[config.mk]
export PLATFORM = sky130hd
export DESIGN_NAME = fetch_unit
export DESIGN_NICKNAME = d
export VERILOG_FILES = /design/src/rtl/fetch_unit_pkg.sv /design/src/rtl/fetch_unit.sv
export SDC_FILE = /design/constraint.sdc
export NUM_CORES = 1
export LEC_CHECK = 0
export BUFFER_PORTS_ARGS = -buffer_cell sky130_fd_sc_hd__buf_4
export CAP_MARGIN = 15
export CORE_MARGIN = 2
export CORE_UTILIZATION = 50
export CTS_CLUSTER_SIZE = 40
export DETAILED_ROUTE_END_ITERATION = 6
export PLACE_DENSITY = 0.79
export SLEW_MARGIN = 0
export SYNTH_ARGS = -nofsm -noshare
export SYNTH_HDL_FRONTEND = slang
export SYNTH_SLANG_ARGS = --single-unit
export TNS_END_PERCENT = 5
[constraint.sdc]
create_clock -name clk -period 2 [get_ports clk]
set_input_delay 0.1 -clock clk [delete_from_list [all_inputs] [get_ports clk]]
set_output_delay 0.1 -clock clk [all_outputs]
set_load 0.02 [all_outputs]
[src/rtl/fetch_unit_pkg.sv]
// Shared definitions for the instruction fetch front end.
package fetch_unit_pkg;

  localparam int          INSTR_BUS        = 32;
  localparam logic [31:0] NOP_INSTR        = 32'h0000_0013;
  localparam logic [31:0] RESET_PC_DEFAULT = 32'h0000_0000;

  // Fetch FSM view; decoded from the pend/drop/buf_valid registers.
  typedef enum logic [1:0] {
    ST_READY,
    ST_WAIT,
    ST_HOLD,
    ST_DRAIN
  } fetch_state_t;

  // Instruction addresses are word aligned; low two bits are discarded.
  function automatic logic [31:0] align_word(input logic [31:0] addr);
    return addr & 32'hFFFF_FFFC;
  endfunction

endpackage

[src/rtl/fetch_unit.sv]
// Instruction fetch front end: owns the fetch PC, keeps one request in flight
// on the imem valid/ready channel and buffers one instruction for IF/ID.
module fetch_unit
  import fetch_unit_pkg::*;
#(
  parameter logic [31:0] RESET_PC = RESET_PC_DEFAULT
) (
  input  logic                 clk,
  input  logic                 rst,
  input  logic                 stall_f,
  input  logic                 e_b_taken,
  input  logic [31:0]          e_b_target,
  output logic                 imem_req_valid,
  input  logic                 imem_req_ready,
  output logic [31:0]          imem_req_addr,
  input  logic                 imem_rsp_valid,
  input  logic [INSTR_BUS-1:0] imem_rsp_data,
  output logic                 f_valid,
  output logic [31:0]          f_pc,
  output logic [INSTR_BUS-1:0] f_instr
);

  logic [31:0]          fetch_pc, fetch_pc_n;
  logic [31:0]          pend_pc, pend_pc_n;
  logic                 pend, pend_n;
  logic                 drop, drop_n;
  logic                 buf_valid, buf_valid_n;
  logic [31:0]          buf_pc, buf_pc_n;
  logic [INSTR_BUS-1:0] buf_instr, buf_instr_n;

  fetch_state_t state;
  logic         consume;
  logic         req_fire;

  assign consume  = buf_valid && !stall_f && !e_b_taken;
  assign req_fire = imem_req_valid && imem_req_ready;

  // Decode the FSM state from the control registers (DRAIN takes precedence over WAIT).
  always_comb begin
    if (pend && drop)   state = ST_DRAIN;
    else if (pend)      state = ST_WAIT;
    else if (buf_valid) state = ST_HOLD;
    else                state = ST_READY;
  end

  // State register: reset clears everything, including any in-flight bookkeeping.
  always_ff @(posedge clk) begin
    if (rst) begin
      fetch_pc  <= RESET_PC;
      pend_pc   <= RESET_PC;
      pend      <= 1'b0;
      drop      <= 1'b0;
      buf_valid <= 1'b0;
      buf_pc    <= RESET_PC;
      buf_instr <= NOP_INSTR;
    end else begin
      fetch_pc  <= fetch_pc_n;
      pend_pc   <= pend_pc_n;
      pend      <= pend_n;
      drop      <= drop_n;
      buf_valid <= buf_valid_n;
      buf_pc    <= buf_pc_n;
      buf_instr <= buf_instr_n;
    end
  end

  // Next-state logic: redirect wins over consume, response capture and issue.
  always_comb begin
    fetch_pc_n  = fetch_pc;
    pend_pc_n   = pend_pc;
    pend_n      = pend;
    drop_n      = drop;
    buf_valid_n = buf_valid;
    buf_pc_n    = buf_pc;
    buf_instr_n = buf_instr;

    if (e_b_taken) begin
      fetch_pc_n  = align_word(e_b_target);
      buf_valid_n = 1'b0;
      buf_instr_n = NOP_INSTR;
      if (pend && !imem_rsp_valid) begin
        drop_n = 1'b1;
      end else if (pend && imem_rsp_valid) begin
        // The response is for the wrong path; throw it away right here.
        pend_n = 1'b0;
        drop_n = 1'b0;
      end
    end else begin
      if (consume) begin
        buf_valid_n = 1'b0;
        buf_instr_n = NOP_INSTR;
      end
      // A response with nothing outstanding is a protocol error and is ignored.
      if (imem_rsp_valid && pend) begin
        pend_n = 1'b0;
        if (drop) begin
          drop_n = 1'b0;
        end else begin
          buf_valid_n = 1'b1;
          buf_pc_n    = pend_pc;
          buf_instr_n = imem_rsp_data;
        end
      end
      // Issue never coincides with a response: it requires pend to be clear.
      if (req_fire) begin
        pend_n     = 1'b1;
        pend_pc_n  = fetch_pc;
        fetch_pc_n = fetch_pc + 32'd4;
      end
    end
  end

  // Outputs: request valid is combinational so the next fetch goes out in the consume cycle.
  always_comb begin
    imem_req_valid = 1'b0;
    if (!rst && !e_b_taken) begin
      case (state)
        ST_READY: imem_req_valid = 1'b1;
        ST_HOLD:  imem_req_valid = consume;
        default:  imem_req_valid = 1'b0;
      endcase
    end
    imem_req_addr = fetch_pc;
    f_valid       = buf_valid;
    f_pc          = buf_pc;
    f_instr       = buf_instr;
  end

endmodule

==> results of run 1 <==
[cell type report]
class,instances,area [µm²]
well taps,133,166.4
clock buffers,19,421.7
flip-flops and latches,125,2502
clock inverters,12,123.9
fillers,664,2173
inverters,2,7.507
multi-input cells,442,2362
repair buffers,253,2062
[layer usage]
metal / global-route usage [%] / routed length (µm)
met5: 0 / 0
met4: 14.76 / 505
met3: 7.299 / 1237
met2: 52.94 / 8239
met1: 34.32 / 6407
[cells in the mapped netlist (3+ instances only)]
| master | instances |
|---|---|
| a211oi_1 | 15 |
| a21oi_1 | 72 |
| a22oi_1 | 29 |
| a31oi_1 | 5 |
| and2_1 | 8 |
| and3_1 | 8 |
| and4_1 | 5 |
| buf_1 | 4 |
| buf_2 | 8 |
| buf_4 | 5 |
| clkbuf_1 | 31 |
| dfxtp_1 | 125 |
| nand2_1 | 154 |
| nand3_1 | 11 |
| nand4_1 | 14 |
| nor2_1 | 52 |
| nor4_2 | 5 |
| o211ai_1 | 3 |
| o22ai_1 | 7 |
| xnor2_1 | 14 |
| xor2_1 | 10 |
[report_power, final]
part / switching (W) / total (W) / leakage [nW] / internal [W]
registers: 0.0000699 / 0.00262 / 1.01 / 0.00255
logic: 0.000325 / 0.000648 / 1.75 / 0.000324
clock network: 0.00110 / 0.00286 / 0.271 / 0.00175
[logic make-up (layout without fill, tap and decap cells)]
kind of cell               count (synthesis)  count (layout)  synth area share [%]
buffers and inverters                     50             286                 4.277
AOI/OAI and AO/OA                        139             139                 16.89
other                                      1               4               0.07409
muxes                                      1               1                0.2225
adders and majority gates                  1               1                0.2472
and+or+nand+nor                          273             273                 24.70
DFF                                      125             125                 49.44
xor gates and xnor gates                  24              24                 4.153
[per-stage QoR]
step	area [µm²]	worst slack [ps]	std cells
3_3_place_gp	6450	307.4	890
3_5_place_dp	6450	271.2	890
5_1_grt	7646	38.55	986
6_report	7646	155.3	986
2_1_floorplan	5072	147.7	617
4_1_cts	7646	218.0	986
[worst reg2reg max path, cell delays in order (launching register included)]
cell and delay, ps:
dfxtp_1 430, nand2_1 140, or2_1 330, o22ai_1 210, nand2_1 70, dlygate4sd3_1 560
[sequential cells by signal, indices dropped and copies added, names as in the netlist]
name / flops
f_pc: 30
f_instr: 32
pend: 1
drop: 1
pend_pc: 30
f_valid: 1
imem_req_addr: 30
[final timing paths]
path                                              start                        endpoint  slack, ps  cells past startpoint
worst max-delay path                  pend$_SDFFE_PP0P_           f_instr[0]$_SDFF_PP1_        160                      5
worst min-delay path                     e_b_target[28]  imem_req_addr[28]$_SDFFE_PP0P_         40                      4
worst max register to register        pend$_SDFFE_PP0P_           f_instr[0]$_SDFF_PP1_        160                      5
worst min register to register  pend_pc[9]$_SDFFE_PP0P_            f_pc[9]$_SDFFE_PP0P_        450                      2
==> run metrics, run 1 <==
status=finished, final reports clean; number of setup buffers added after CTS=0; Post-CTS Resized=0; DRC=0; LEAKAGE=3.032 nW; WP buf/inv=1; Clock Tree Buf Depth=2; worst relative slew slack=53.53%; WP data required=2400 ps; most frequent cells in the layout=buf_4, nand2_1, dfxtp_1, a21oi_1, dlygate4sd3_1; Routed Antenna Nets=0; slowest CP cell=dlygate4sd3_1; Arrival @ worst endpoint=2240 ps; clk_skew=11.35 ps; kind of critical path=register to register; total CTS buffers=17; drt wl/cell=16.62 µm; Max-Cap Viols=0; Remaining Overflow, GRT=0; RSZ-0062 raised after global routing=no; leading area contributor after synthesis=dfxtp_1; Pre-antenna DRT Iters=6; Slew Limit Fails=0; H-Tree Level Count=4; Core Region=9819 µm²; die height=104.6 µm; period utilization=92.24%; Min-Delay Path Class=input pin to register; later-pin clock latency in the skew report=520 ps; asr flop ratio synth=0%; die footprint=10940 µm²; max incr delay on CP=560 ps; initial antenna violation count=0; hold_buf cts=65; Yosys cell types=42; Avg Vias per Cell=5.494; Crit path max-delay family=buffers and inverters; # setup viols final=0; layout cell share with drive strength beyond 1=27.55%; top cell type's share of synthesized area=49.44%; DPL Wire Length=10050 µm; vias in the first global route=5512; first-pass GRT wire length=26730 µm; CP Max Fanout=6; fin crit period=1845 ps; EDFF count, synth=0; initial core utilization=51.54%; maximum VDD drop=0.5188 mV; Core Util, Final=77.87%; most common cell after layout, fill and taps aside=buf_4; total chip power=0.006124 W; Post-synth top flop=dfxtp_1; Port Buffers=161; largest net degree at the start of global routing=68; CTS root buffer=clkbuf_8; row count=36; YS warnings=0; GPL Wtd Cong=0.8552; Avg Synthesized Cell Area=8.243 µm²; n_diodes=0; Setup crit end kind=register; CP cell instances=nand2_1 > or2_1 > o22ai_1 > nand2_1 > dlygate4sd3_1; Cells after Synth=614; clock-pin slew of the registers on the worst-case setup and hold paths=60 ps; Hold WS=40.30 ps; Final nets=912; Final Hold Vio Count=0; Total Routing Usage GR=30.19%; Layout area overhead=51.08%; crit start category=register; synth top area cells=dfxtp_1, nand2_1, a21oi_1, a22oi_1, nor2_1; WL final=16390 µm; Power Dens Cells=801.0 nW/µm²; Netlist Area Pre-Place=5061 µm²; CTS tree=built; IO Count=168; flops & latches, synth=125; Fmax=0.5421 GHz; number of DRC markers in iteration 0=396; Vias=5417; actual slew at the worst max-slew pin=697.0 ps; Die Wd=104.6 µm; register area share after synthesis=49.44%; Setup TNS Final=0 ps; Crit path top cell by count=nand2_1; clk sinks=125
No activity file was read; power rests on OpenSTA's default activity.
==> inputs of run 2 (changes only) <==
- CORE_UTILIZATION: 50 -> 54
- PLACE_DENSITY: 0.79 -> 0.85
- clock period: 2 -> 2.18 ns (I/O delays scaled with it)
==> run 2 against run 1 <==
Compared with the run above:
- clock power decreased by 9.4%
- sequential share of layout area grew 0.71 points
- sequential power decreased by 7.6%
- clock skew fell by 1.2 ps
- first-iteration DRC count rose by 21%
- register-to-register slack improved by 60 ps
- critical endpoint is now imem_req_addr[12]$_SDFFE_PP0P_
- global-route usage up 2.5 points
- combinational power decreased by 14%
- power shrank 9.1%
- largest cell class unchanged
==> run metrics, run 2 (synthesis gave the netlist of run 1 again) <==
status=finished, final reports clean; Avg Vias per Cell=5.739 (+4.5%); Slew Limit Fails=0 (unchanged); hold path depth=4 (unchanged); Post-CTS Resized=0 (unchanged); Worst Hold Endpoint=imem_req_addr[30]$_SDFFE_PP0P_; Pre-antenna DRT Iters=6 (unchanged); Port Buffers=161 (unchanged); CTS root buffer=clkbuf_8; Max-Cap Viols=0 (unchanged); Routed Antenna Nets=0 (unchanged); worst relative slew slack=36.82% (-17 points); Reg-to-Reg Start=imem_req_addr[2]$_SDFFE_PP0P_; vias in the first global route=5331 (-3.3%); Final Hold Vio Count=0 (unchanged); fin crit period=1964 ps (+119.4 ps); max reg flops=32 (unchanged); Hold WS=22.55 ps (-17.75 ps); R2R Setup Slk=220 ps (+60 ps); CP cell instances=ha_1 > nand3_1 > nor2_1 > nand2_1 > or3_1 > a311oi_1; CP Max Fanout=6 (unchanged); Final nets=895 (-1.9%); clk_skew=10.15 ps (-1.195 ps); die height=100.8 µm (-3.6%); actual slew at the worst max-slew pin=947.7 ps (+250.7 ps); Power Dens Cells=744.1 nW/µm² (-7.1%); initial core utilization=55.30% (+3.8 points); worst hold start=e_b_target[30]; worst-case reg-to-reg path depth=6 (+1); Die Wd=100.8 µm (-3.6%); RSZ-0062 raised after global routing=no; period utilization=90.10% (-2.1 points); clk sinks=125 (unchanged); row count=35 (-2.8%); Core Region=9153 µm² (-6.8%); slowest CP cell=dfxtp_1; drt wl/cell=17.55 µm (+5.6%); DPL Wire Length=9603 µm (-4.4%); most frequent cells in the layout=buf_4, nand2_1, dfxtp_1, a21oi_1, dlygate4sd3_1; Crit path max-delay family=simple AND/OR/NAND/NOR gates; GPL Wtd Cong=0.9312 (+8.9%); max incr delay on CP=450 ps (-110 ps); Layout area overhead=47.86%; CTS tree=built; initial antenna violation count=0 (unchanged); # setup viols final=0 (unchanged); WL final=16620 µm (+1.4%); Vias=5435 (+0.33%); Setup TNS Final=0 ps (unchanged); layout cell share with drive strength beyond 1=26.32% (-1.2 points); later-pin clock latency in the skew report=520 ps (about the same); Total Routing Usage GR=32.74% (+2.5 points); FILL cells=541 (-19%); most common cell after layout, fill and taps aside=buf_4; kind of critical path=register to register; Setup crit end kind=register; WP buf/inv=0 (-1); largest net degree at the start of global routing=93 (+37%); IO Count=168 (unchanged); r2r endpoint=imem_req_addr[12]$_SDFFE_PP0P_; number of DRC markers in iteration 0=481 (+21%); total chip power=0.005569 W (-9.1%); Remaining Overflow, GRT=0 (unchanged); Fmax=0.5091 GHz (-6.1%); die footprint=10160 µm² (-7.1%); WP data required=2600 ps (+200 ps); clock-pin slew of the registers on the worst-case setup and hold paths=60 ps (about the same); first-pass GRT wire length=25880 µm (-3.2%); n_diodes=0 (unchanged); Min-Delay Path Class=input pin to register; Arrival @ worst endpoint=2390 ps (+150 ps); Core Util, Final=81.76% (+3.9 points); H-Tree Level Count=4 (unchanged); maximum VDD drop=0.5467 mV (+5.4%); LEAKAGE=2.939 nW (-3.1%); crit start category=register; total CTS buffers=17 (unchanged); Clock Tree Buf Depth=2 (unchanged); DRC=0 (unchanged)
==> run 2: worst min-delay path, stage by stage <==
cell and delay [ps]:
buf_4 80, and2_1 120, a31oi_1 40, o22ai_1 140
==> run 2: metrics by stage <==
stage / setup slack, ps / cells / area, µm²
3_5_place_dp: 284.1 / 853 / 6322
3_3_place_gp: 343.0 / 853 / 6322
2_1_floorplan: 327.7 / 617 / 5072
6_report: 215.9 / 947 / 7483
4_1_cts: 234.3 / 947 / 7483
5_1_grt: 90.79 / 947 / 7483
==> run 2: repair_timing <==
action                    in CTS  in global routing
hold endpoints to repair      62                  0
hold buffers                  63                  0
setup buffers                  0                  0
==> run 2: layout make-up <==
cell class | count | area, µm² | share of cell area, %
clock inverters | 11 | 95.09 | 1.271
clock buffers | 20 | 435.4 | 5.818
multi-input cells | 442 | 2362 | 31.57
repair buffers | 236 | 1942 | 25.95
inverters | 2 | 7.507 | 0.1003
well taps | 111 | 138.9 | 1.856
flip-flops and latches | 125 | 2502 | 33.44
==> run 2: worst max path at each step <==
stage / startpoint / endpoint / slack [ps] / depth (start not counted)
after floorplan: imem_req_addr[2]$_SDFFE_PP0P_ / imem_req_addr[14]$_SDFFE_PP0P_ / 330 / 6
after global placement: imem_req_addr[2]$_SDFFE_PP0P_ / imem_req_addr[14]$_SDFFE_PP0P_ / 340 / 6
after detailed placement: imem_req_addr[2]$_SDFFE_PP0P_ / imem_req_addr[24]$_SDFFE_PP0P_ / 280 / 6
after CTS: imem_req_addr[2]$_SDFFE_PP0P_ / imem_req_addr[14]$_SDFFE_PP0P_ / 230 / 6
after global routing: imem_req_addr[2]$_SDFFE_PP0P_ / imem_req_addr[14]$_SDFFE_PP0P_ / 90 / 6
final: imem_req_addr[2]$_SDFFE_PP0P_ / imem_req_addr[12]$_SDFFE_PP0P_ / 220 / 6
==> run 2: layer usage <==
layer	track usage (%)	vias to the layer above	share of wire, %
met5	0	-	0
met3	7.628	56	6.4
met1	36.64	2565	38
met2	59.54	284	52
met4	13.17	0	3.1
li1	-	2530	-
==> run 2: report_power, final <==
part	total (W)	internal (W)	switching, W
clock	0.00259	0.00153	0.00106
combinational	0.000556	0.000278	0.000278
sequential	0.00242	0.00234	0.0000820
==> inputs of run 3 (changes only) <==
==> constraint.sdc (replaced) <==
create_clock -name clk -period 2.18 [get_ports clk]
set_input_delay 0.218 -clock clk [delete_from_list [all_inputs] [get_ports clk]]
set_output_delay 0.218 -clock clk [all_outputs]
set_load 0.02 [all_outputs]
==> run 3 against run 2 <==
Compared with the run above:
- die area unchanged
- critical endpoint unchanged
- hold slack got worse by 15 ps
- combinational power decreased by 0.7%
- clock-buffer cell count stayed put
- clock skew fell by 2.7 ps
- worst setup slack worse by 100 ps
- wire length grew 0.63%
- highest routed layer unchanged
- via count shrank 0.81%
- clock power rose by 7%
- maximum frequency shrank 5.1%
- register-to-register slack got worse by 100 ps
==> run metrics, run 3 (synthesis gave the netlist of run 1 again) <==
Pre-antenna DRT Iters=5 (-1); layout cell share with drive strength beyond 1=26.63% (+0.32 points); initial antenna violation count=0 (unchanged); worst relative slew slack=37.33% (+0.50 points); CTS tree=built; Vias=5391 (-0.81%); Layout area overhead=47.07%; die height=100.8 µm (unchanged); pre-CTS WS=298.1 ps (+13.93 ps); FILL cells=513 (-5.2%); Fmax=0.4833 GHz (-5.1%); Min-Delay Path Class=input pin to register; clk sinks=125 (unchanged); slowest CP cell=dfxtp_1; Arrival @ worst endpoint=2470 ps (+80 ps); period utilization=94.91% (+4.8 points); CP Max Fanout=6 (unchanged); row count=35 (unchanged); most common cell after layout, fill and taps aside=buf_4; Setup crit end kind=register; Core Util, Final=81.33% (-0.44 points); crit start category=register; Reg-to-Reg Start=imem_req_addr[2]$_SDFFE_PP0P_; DPL Wire Length=9601 µm (about the same); WP buf/inv=0 (unchanged); number of DRC markers in iteration 0=461 (-4.2%); maximum VDD drop=0.6162 mV (+13%); vias in the first global route=5328 (-0.056%); most frequent cells in the layout=buf_4, nand2_1, dfxtp_1, a21oi_1, dlygate4sd3_1; drt wl/cell=17.85 µm (+1.7%); Die Wd=100.8 µm (unchanged); Final nets=885 (-1.1%); PnR worst setup slack=110.9 ps (-105.0 ps); Crit path max-delay family=simple AND/OR/NAND/NOR gates; Power Dens Cells=771.8 nW/µm² (+3.7%); fin crit period=2069 ps (+105.0 ps); RSZ-0062 raised after global routing=no; DRC=0 (unchanged); clock-pin slew of the registers on the worst-case setup and hold paths=50 ps (about the same); kind of critical path=register to register; actual slew at the worst max-slew pin=940.1 ps (-7.569 ps); clk_skew=7.425 ps (-2.727 ps); LEAKAGE=2.926 nW (-0.43%); Post-CTS Resized=0 (unchanged); Avg Vias per Cell=5.753 (+0.25%); IO Count=168 (unchanged); Port Buffers=161 (unchanged); Slew Limit Fails=0 (unchanged); later-pin clock latency in the skew report=520 ps (about the same); CP cell instances=ha_1 > nand3_1 > nor2_1 > nand2_1 > or3_1 > a311oi_1; Clock Tree Buf Depth=2 (unchanged); Setup TNS Final=0 ps (unchanged); first-pass GRT wire length=25900 µm (about the same); Final Hold Vio Count=0 (unchanged); Total Routing Usage GR=32.60% (-0.13 points); Core Region=9153 µm² (unchanged); total CTS buffers=17 (unchanged); status=finished, final reports clean; CP startpoint=imem_req_addr[2]$_SDFFE_PP0P_; largest net degree at the start of global routing=93 (unchanged); hold_buf cts=53 (-16%); # setup viols final=0 (unchanged); GPL Wtd Cong=0.8710 (-6.5%); Routed Antenna Nets=0 (unchanged); WL final=16720 µm (+0.63%); H-Tree Level Count=4 (unchanged); Remaining Overflow, GRT=0 (unchanged); CTS root buffer=clkbuf_8; die footprint=10160 µm² (unchanged); worst hold start=e_b_target[9]; WP data required=2580 ps (-20 ps); Max-Cap Viols=0 (unchanged); max incr delay on CP=450 ps (about the same); number of setup buffers added after CTS=0 (unchanged); max reg flops=32 (unchanged); initial core utilization=55.30% (unchanged); n_diodes=0 (unchanged)
## run 3: stage by stage
step / hold slack [ps] / power [W] / instances / instance area (µm²)
final: 7.319 / 0.005745 / 937 / 7443
after global routing: 19.57 / 0.005886 / 937 / 7443
after CTS: 2.500 / 0.005721 / 937 / 7443
after detailed placement: 434.6 / 0.002912 / 853 / 6335
after global placement: 419.5 / 0.002898 / 853 / 6335
after floorplan: 318.1 / 0.002683 / 617 / 5072
## run 3: per-layer routing
metal  GRT usage (%)  share of wire, %  vias to the layer above
met5               0                 0                        -
met3           8.114               7.5                       63
met2           56.56                51                      306
li1                -                 -                     2510
met1           38.00                38                     2512
met4           14.33               3.4                        0
## run 3: final timing paths
check	slack, ps	cells past startpoint	to
worst min register to register	450	2	f_pc[21]$_SDFFE_PP0P_
worst min-delay path	7	3	imem_req_addr[9]$_SDFFE_PP0P_
worst max register to register	110	6	imem_req_addr[12]$_SDFFE_PP0P_
worst max-delay path	110	6	imem_req_addr[12]$_SDFFE_PP0P_
## run 3: final cells by class
class / count / area, µm² / share of cell area [%]
tap: 111 / 138.9 / 1.866
inverter: 2 / 7.507 / 0.1009
clock buffer: 20 / 435.4 / 5.850
sequential: 125 / 2502 / 33.62
timing repair buffer: 226 / 1854 / 24.91
clock inverter: 11 / 142.6 / 1.916
multi-input combinational: 442 / 2362 / 31.74
## run 3: tightest hold or removal path, stage by stage
cell	delay [ps]
buf_4	110
nor2_1	90
a211oi_1	60
## run 3: report_power, final
group / total (W) / switching [W] / internal [W]
logic: 0.000552 / 0.000282 / 0.000269
clock network: 0.00278 / 0.00102 / 0.00176
registers: 0.00242 / 0.0000783 / 0.00234
total: 0.00574 / 0.00138 / 0.00437
